File: config.mk
export PLATFORM = sky130hd
export DESIGN_NAME = pipe_skid_register
export DESIGN_NICKNAME = d
export VERILOG_FILES = /design/src/rtl/cpu_pkg.sv /design/src/rtl/pipe_slot.sv /design/src/rtl/pipe_skid_register.sv
export SDC_FILE = /design/constraint.sdc
export NUM_CORES = 1
export LEC_CHECK = 0
export ABC_AREA = 1
export CELL_PAD_IN_SITES_DETAIL_PLACEMENT = 2
export CELL_PAD_IN_SITES_GLOBAL_PLACEMENT = 2
export CORE_ASPECT_RATIO = 1.2
export CORE_MARGIN = 2
export CORE_UTILIZATION = 29
export CTS_BUF_LIST = sky130_fd_sc_hd__clkbuf_8
export DETAILED_ROUTE_END_ITERATION = 6
export HOLD_SLACK_MARGIN = 0.1
export MAX_ROUTING_LAYER = met4
export PLACE_DENSITY = 0.9
export SLEW_MARGIN = 20
export SYNTH_ARGS = -nofsm -noshare
export SYNTH_HDL_FRONTEND = slang
export SYNTH_HIERARCHICAL = 1
export SYNTH_SLANG_ARGS = --single-unit
File: constraint.sdc
create_clock -name clk -period 1.9 [get_ports clk]
set_clock_uncertainty 0.2 [all_clocks]
set_input_delay 0.285 -clock clk [delete_from_list [all_inputs] [get_ports clk]]
set_output_delay 0.285 -clock clk [all_outputs]
set_load 0.1 [all_outputs]
File: src/rtl/cpu_pkg.sv
// rtl/cpu_pkg.sv - shared opcodes, bubble default and skid-register state encoding
package cpu_pkg;

  localparam logic [3:0] OPCODE_ADD = 4'h0;
  localparam logic [3:0] OPCODE_SUB = 4'h1;
  localparam logic [3:0] OPCODE_AND = 4'h2;
  localparam logic [3:0] OPCODE_OR  = 4'h3;
  localparam logic [3:0] OPCODE_XOR = 4'h4;
  localparam logic [3:0] OPCODE_SLL = 4'h5;
  localparam logic [3:0] OPCODE_SRL = 4'h6;
  localparam logic [3:0] OPCODE_SRA = 4'h7;
  localparam logic [3:0] OPCODE_SLT = 4'h8;
  localparam logic [3:0] OPCODE_LD  = 4'h9;
  localparam logic [3:0] OPCODE_ST  = 4'hA;
  localparam logic [3:0] OPCODE_BEQ = 4'hB;
  localparam logic [3:0] OPCODE_BNE = 4'hC;
  localparam logic [3:0] OPCODE_JAL = 4'hD;
  localparam logic [3:0] OPCODE_JR  = 4'hE;
  localparam logic [3:0] OPCODE_HLT = 4'hF;

  // Opcode presented downstream when no entry is held.
  localparam logic [3:0] BUBBLE_OP_DEFAULT = 4'h0;

  // State encoding doubles as the occupancy count.
  localparam logic [1:0] ST_EMPTY = 2'd0;
  localparam logic [1:0] ST_HALF  = 2'd1;
  localparam logic [1:0] ST_FULL  = 2'd2;

  typedef enum logic [1:0] {
    STATE_EMPTY = ST_EMPTY,
    STATE_HALF  = ST_HALF,
    STATE_FULL  = ST_FULL
  } skid_state_t;

endpackage

File: src/rtl/pipe_slot.sv
// rtl/pipe_slot.sv - one pipeline entry: valid bit plus opcode/payload register
// Ports: clk, rst (sync, active-high, clears valid and data), clr (drops valid only),
//        load (captures d and sets valid), d (entry in), valid/q (entry out).
module pipe_slot #(
  parameter int W = 68
) (
  input  logic         clk,
  input  logic         rst,
  input  logic         clr,
  input  logic         load,
  input  logic [W-1:0] d,
  output logic         valid,
  output logic [W-1:0] q
);

  always_ff @(posedge clk) begin
    if (rst) begin
      valid <= 1'b0;
      q     <= '0;
    end else if (clr) begin
      valid <= 1'b0;
    end else if (load) begin
      valid <= 1'b1;
      q     <= d;
    end
  end

endmodule

File: src/rtl/pipe_skid_register.sv
// rtl/pipe_skid_register.sv - valid/ready pipeline register with optional two-entry skid buffer
// Ports: clk, rst (sync active-high), flush (drop all entries),
//        in_valid/in_ready/in_opcode/in_data (upstream beat),
//        out_valid/out_ready/out_opcode/out_data (head entry, gated to bubble when empty),
//        occupancy (entries held).
module pipe_skid_register
  import cpu_pkg::*;
#(
  parameter int              DATA_W    = 64,
  parameter int              OP_W      = 4,
  parameter logic [OP_W-1:0] BUBBLE_OP = BUBBLE_OP_DEFAULT,
  parameter bit              SKID      = 1'b1
) (
  input  logic              clk,
  input  logic              rst,
  input  logic              flush,
  input  logic              in_valid,
  output logic              in_ready,
  input  logic [OP_W-1:0]   in_opcode,
  input  logic [DATA_W-1:0] in_data,
  output logic              out_valid,
  input  logic              out_ready,
  output logic [OP_W-1:0]   out_opcode,
  output logic [DATA_W-1:0] out_data,
  output logic [1:0]        occupancy
);

  localparam int SW = OP_W + DATA_W;

  logic          accept;
  logic          consume;
  logic          main_load;
  logic          main_clr;
  logic          main_valid;
  logic [SW-1:0] main_d;
  logic [SW-1:0] main_q;

  assign accept  = in_valid & in_ready;
  assign consume = main_valid & out_ready;

  // Output mux sits on register outputs only; a bubble carries a harmless opcode and zero data.
  assign out_valid  = main_valid;
  assign out_opcode = main_valid ? main_q[SW-1 -: OP_W] : BUBBLE_OP;
  assign out_data   = main_valid ? main_q[DATA_W-1:0] : '0;

  pipe_slot #(.W(SW)) u_main (
    .clk   (clk),
    .rst   (rst),
    .clr   (main_clr),
    .load  (main_load),
    .d     (main_d),
    .valid (main_valid),
    .q     (main_q)
  );

  generate
    if (SKID) begin : g_skid
      skid_state_t   state;
      skid_state_t   state_nxt;
      logic          skid_load;
      logic          skid_clr;
      logic          skid_valid;
      logic [SW-1:0] skid_q;

      // in_ready comes from state alone, so downstream stalls never reach upstream combinationally.
      assign in_ready  = ~rst & (state != STATE_FULL);
      assign occupancy = state;
      // Skid is only valid in FULL, where main refills from it; otherwise main takes the input.
      assign main_d    = skid_valid ? skid_q : {in_opcode, in_data};

      always_ff @(posedge clk) begin
        if (rst) state <= STATE_EMPTY;
        else     state <= state_nxt;
      end

      always_comb begin
        state_nxt = state;
        main_load = 1'b0;
        main_clr  = 1'b0;
        skid_load = 1'b0;
        skid_clr  = 1'b0;
        if (flush) begin
          state_nxt = STATE_EMPTY;
          main_clr  = 1'b1;
          skid_clr  = 1'b1;
        end else begin
          case (state)
            STATE_EMPTY: begin
              if (accept) begin
                state_nxt = STATE_HALF;
                main_load = 1'b1;
              end
            end
            STATE_HALF: begin
              if (accept && consume) begin
                main_load = 1'b1;
              end else if (accept) begin
                state_nxt = STATE_FULL;
                skid_load = 1'b1;
              end else if (consume) begin
                state_nxt = STATE_EMPTY;
                main_clr  = 1'b1;
              end
            end
            STATE_FULL: begin
              if (consume) begin
                state_nxt = STATE_HALF;
                main_load = 1'b1;
                skid_clr  = 1'b1;
              end
            end
            default: begin
              state_nxt = STATE_EMPTY;
              main_clr  = 1'b1;
              skid_clr  = 1'b1;
            end
          endcase
        end
      end

      pipe_slot #(.W(SW)) u_skid (
        .clk   (clk),
        .rst   (rst),
        .clr   (skid_clr),
        .load  (skid_load),
        .d     ({in_opcode, in_data}),
        .valid (skid_valid),
        .q     (skid_q)
      );
    end else begin : g_single
      // Single entry can refill in the same cycle its head leaves, hence the out_ready term.
      assign in_ready  = ~rst & (out_ready | ~main_valid);
      assign occupancy = {1'b0, main_valid};
      assign main_d    = {in_opcode, in_data};

      always_comb begin
        main_load = accept;
        main_clr  = flush | (consume & ~accept);
      end
    end
  endgenerate

endmodule

==> run_results.csv <==
group,metric,value,unit
outcome,status,"finished, violations left",
outcome,failed_checks,"negative setup slack",
worst_setup_path,r2r_setup_slack,-0.43,ns
worst_setup_path,cp_cell_sequence,"clkdlybuf4s50_1, inv_1, nand4_1, nor3_4, inv_2, nor2_4, buf_12, buf_12, clkbuf_16, nor2_4, nor2_1",
routing,drc,0,
pwr,p_sw,0.002611,W
die,io_pins,145,
routing,drt-total-wl,62.02,mm
timing,worst_slack,-0.4291,ns
worst_setup_path,reg2reg_to,"g_skid.u_skid/q[15]",
global_route,grt_max_degree,45,
timing,hold_ws,0.3077,ns
run,drv_cap,0,
worst_setup_path,path_buf_inv,6,
worst_setup_path,required,2.13,ns
die,die_h,179.8,um
global_route,antenna_found_initial,1,
synth,ys_seq_area_frac,0.3751,
timing,rsz0062_at_grt,"true",
timing,worst_pin_slew,0.4110,ns
synth,ys_ff_latch,140,
synth,synth_area,7471,um^2
pwr,vdd_drop_max,0.4795,mV
timing,hold_viol,0,
clock_tree,numClockSinks,140,
timing,fin_crit,2.329,ns
place,port_buffers,144,
global_route,grt_pass1_wl,68.45,mm
pwr,netSwitchingFraction,0.3564,
timing,timing.slew.headroom,0.7256,
synth,synth.distinct_cells,18,
routing,routedWlPerCell,36.38,um
routing,antenna_left,0,
die,core,25380,um^2
worst_setup_path,crit_path_max_fanout,6,
worst_setup_path,crit_family,"buffers and inverters",
die,die-area,27070,um^2
routing,vias,9748,
pwr,power.share.clock,0.375,
global_route,grt_pass1_vias,10180,
place,hpwl,19.75,mm
routing,dr.pass1.iters,5,
routing,drt_first_iter_violations,847,
worst_setup_path,max_stage_delay,0.53,ns
cells_and_area,syn2layout_area_growth,91.96,%
global_route,overflow,0,
worst_setup_path,end_kind,"register",
worst_setup_path,start_kind,"primary input",
cells_and_area,nets,1435,
pwr,power.share.combinational,0.203,
clock_tree,cts_max_path_buffers,2,
cells_and_area,fill_cells,2560,
synth,synth_nets,1215,
pwr,pwr_density_cell,510.9,nW/um^2
worst_setup_path,critPathArrivalTime,2.56,ns
worst_setup_path,cp.depth,11,
synth,syn_avg_cell_area,6.542,um^2
worst_setup_path,startpoint,"rst",
min_path,hold_class,"register to register",
die,core.rowCount,64,
pwr,cellInternalPower,0.004715,W
worst_setup_path,reg2reg_depth,11,
timing,drv_slew,0,
cells_and_area,layout-drive-gt1-share,0.5131,
routing,drt-vias-per-instance,5.717,
die,start_util,0.2943,
cells_and_area,fin_util,0.5650,
worst_setup_path,regToRegStartpoint,"occupancy[1]",
synth,ys_warn_count,6,
pwr,leakage,6.209,nW
clock_tree,clk_pin_slew,0.11,ns
worst_setup_path,endpoint,"g_skid.u_skid/q[15]",
place,routabilityCongestion,0.7709,
global_route,grt_use_total,0.3589,
clock_tree,insertion_delay,0.54,ns
clock_tree,hold_buffers,0,
pwr,seq_power_share,0.422,
worst_setup_path,cpMaxStageDelayCell,"clkdlybuf4s50_1",
clock_tree,cts_tree,"built",
synth,synthCells,1142,
timing,fin_crit_sh,1.226,
clock_tree,cts-htree-levels,4,
die,die_w,150.5,um
timing,max_freq,0.4293,GHz
timing,final-setup-viol-count,210,
worst_setup_path,worstSetupPathType,"primary input to register",
clock_tree,root_buffer,"clkbuf_8",
clock_tree,cts-buffers-inserted,17,
==> worst min path at each step <==
stage,cells after the start,slack [ns],startpoint,endpoint
finish,2,0.31,g_skid.u_skid/q[2],g_skid.u_skid/q[2]
global route,5,0.33,in_data[21],g_skid.u_skid/q[21]
CTS,5,0.26,in_data[24],g_skid.u_skid/q[24]
detailed placement,2,0.27,g_skid.u_skid/q[33],g_skid.u_skid/q[33]
global placement,2,0.25,u_main/q[1],u_main/q[1]
floorplan,1,0.15,rst,u_main/valid
==> repair_timing <==
action	in CTS	in global routing
gates cloned	25	19
setup buffers	35	26
pin swaps	26	127
resized for setup	130	413
setup endpoints to repair	148	209
==> cells in the final DEF (no fill, tap or decap), types with 3 or more instances in the layout <==
cell type	Yosys	layout
buf_8	2	4
clkinv_4	0	3
inv_1	209	139
nand3_2	0	27
nand3_1	141	96
dfxtp_1	140	136
buf_12	0	109
nand2_1	217	108
mux2_2	48	48
nand2_2	0	63
dfxtp_4	0	4
inv_4	0	3
clkdlybuf4s50_1	0	72
mux2_4	20	20
nor2_1	278	116
nand3_4	0	18
nand2_8	0	5
clkinvlp_4	0	69
inv_2	6	5
buf_16	0	23
clkbuf_8	0	19
inv_6	0	4
nor2_4	2	73
nor2_2	0	91
buf_6	4	18
nand2_4	0	41
clkbuf_16	0	16
buf_4	10	32
==> Yosys cell counts <==
master / n / area share
buf_1: 8 / 0.0040
nor2_4: 2 / 0.0030
clkbuf_1: 26 / 0.013
nor2_1: 278 / 0.14
buf_2: 24 / 0.016
dfxtp_1: 140 / 0.38
inv_2: 6 / 0.0030
nor3_1: 3 / 0.0020
mux2_4: 20 / 0.040
inv_1: 209 / 0.11
a21oi_1: 3 / 0.0020
buf_4: 10 / 0.010
mux2_2: 48 / 0.072
buf_8: 2 / 0.0040
nand3_1: 141 / 0.094
nand2_1: 217 / 0.11
buf_6: 4 / 0.0060
nand4_1: 1 / 0.00084
==> metrics by stage <==
stage	setup TNS (ns)	worst slack (ns)	total power, W	cell area [um^2]	instances
after floorplan	-26.41	-0.4307	0.003559	7799	1142
after global placement	-41.70	-0.3448	0.003938	10500	1581
after detailed placement	-54.81	-0.5023	0.003987	10500	1581
after CTS	-11.34	-0.1711	0.006627	12250	1668
after global routing	-55.71	-0.4503	0.007441	14340	1705
final	-49.70	-0.4291	0.007326	14340	1705
==> tightest hold or removal path, cell delays in order (launching register included) <==
cell     delay (ns)
dfxtp_1        0.34
nor2_1         0.05
nor2_1         0.08
==> logic make-up (layout without fill, tap and decap cells) <==
logic type	Yosys count	count (layout)	share of synthesized area
AO/OA/AOI/OAI	3	3	0.002009
flip-flops	140	140	0.3751
buffers and inverters	289	521	0.1613
other	0	1	0
multiplexers	68	68	0.1125
AND/OR/NAND/NOR	642	642	0.3490
==> state kept, by name, summed over array words and instances, names as in the netlist <==
register             cells
g_skid.u_skid/q         68
g_skid.u_skid/valid      1
occupancy                2
u_main/q                68
u_main/valid             1
==> area by class of cell <==
cell class	instances	area, um^2	share of cell area
clock inverters	12	112.6	0.007852
clock buffers	19	261.5	0.01823
well taps	330	412.9	0.02879
diodes	1	2.502	0.0001745
flip-flops and latches	140	2818	0.1965
repair buffers	275	4472	0.3118
multi-input cells	713	5180	0.3612
inverters	215	1082	0.07547
==> metal layers <==
metal / vias to the layer above / global-route usage / wire length (um)
li1: 3839 / - / -
met1: 4870 / 0.3671 / 21930
met2: 679 / 0.6271 / 30310
met3: 360 / 0.05558 / 3804
met4: 0 / 0.2332 / 5974
met5: - / - / 0
==> power by group through the flow <==
stage / Sequential [W] / Clock [W] / Combinational [W]
2_1_floorplan: 0.00309 / 0 / 0.000467
3_3_place_gp: 0.00309 / 0 / 0.000849
3_5_place_dp: 0.00309 / 0 / 0.000892
4_1_cts: 0.00304 / 0.00250 / 0.00108
5_1_grt: 0.00309 / 0.00284 / 0.00151
6_report: 0.00309 / 0.00275 / 0.00149
Note: power is estimated with default switching activity, not from simulation.
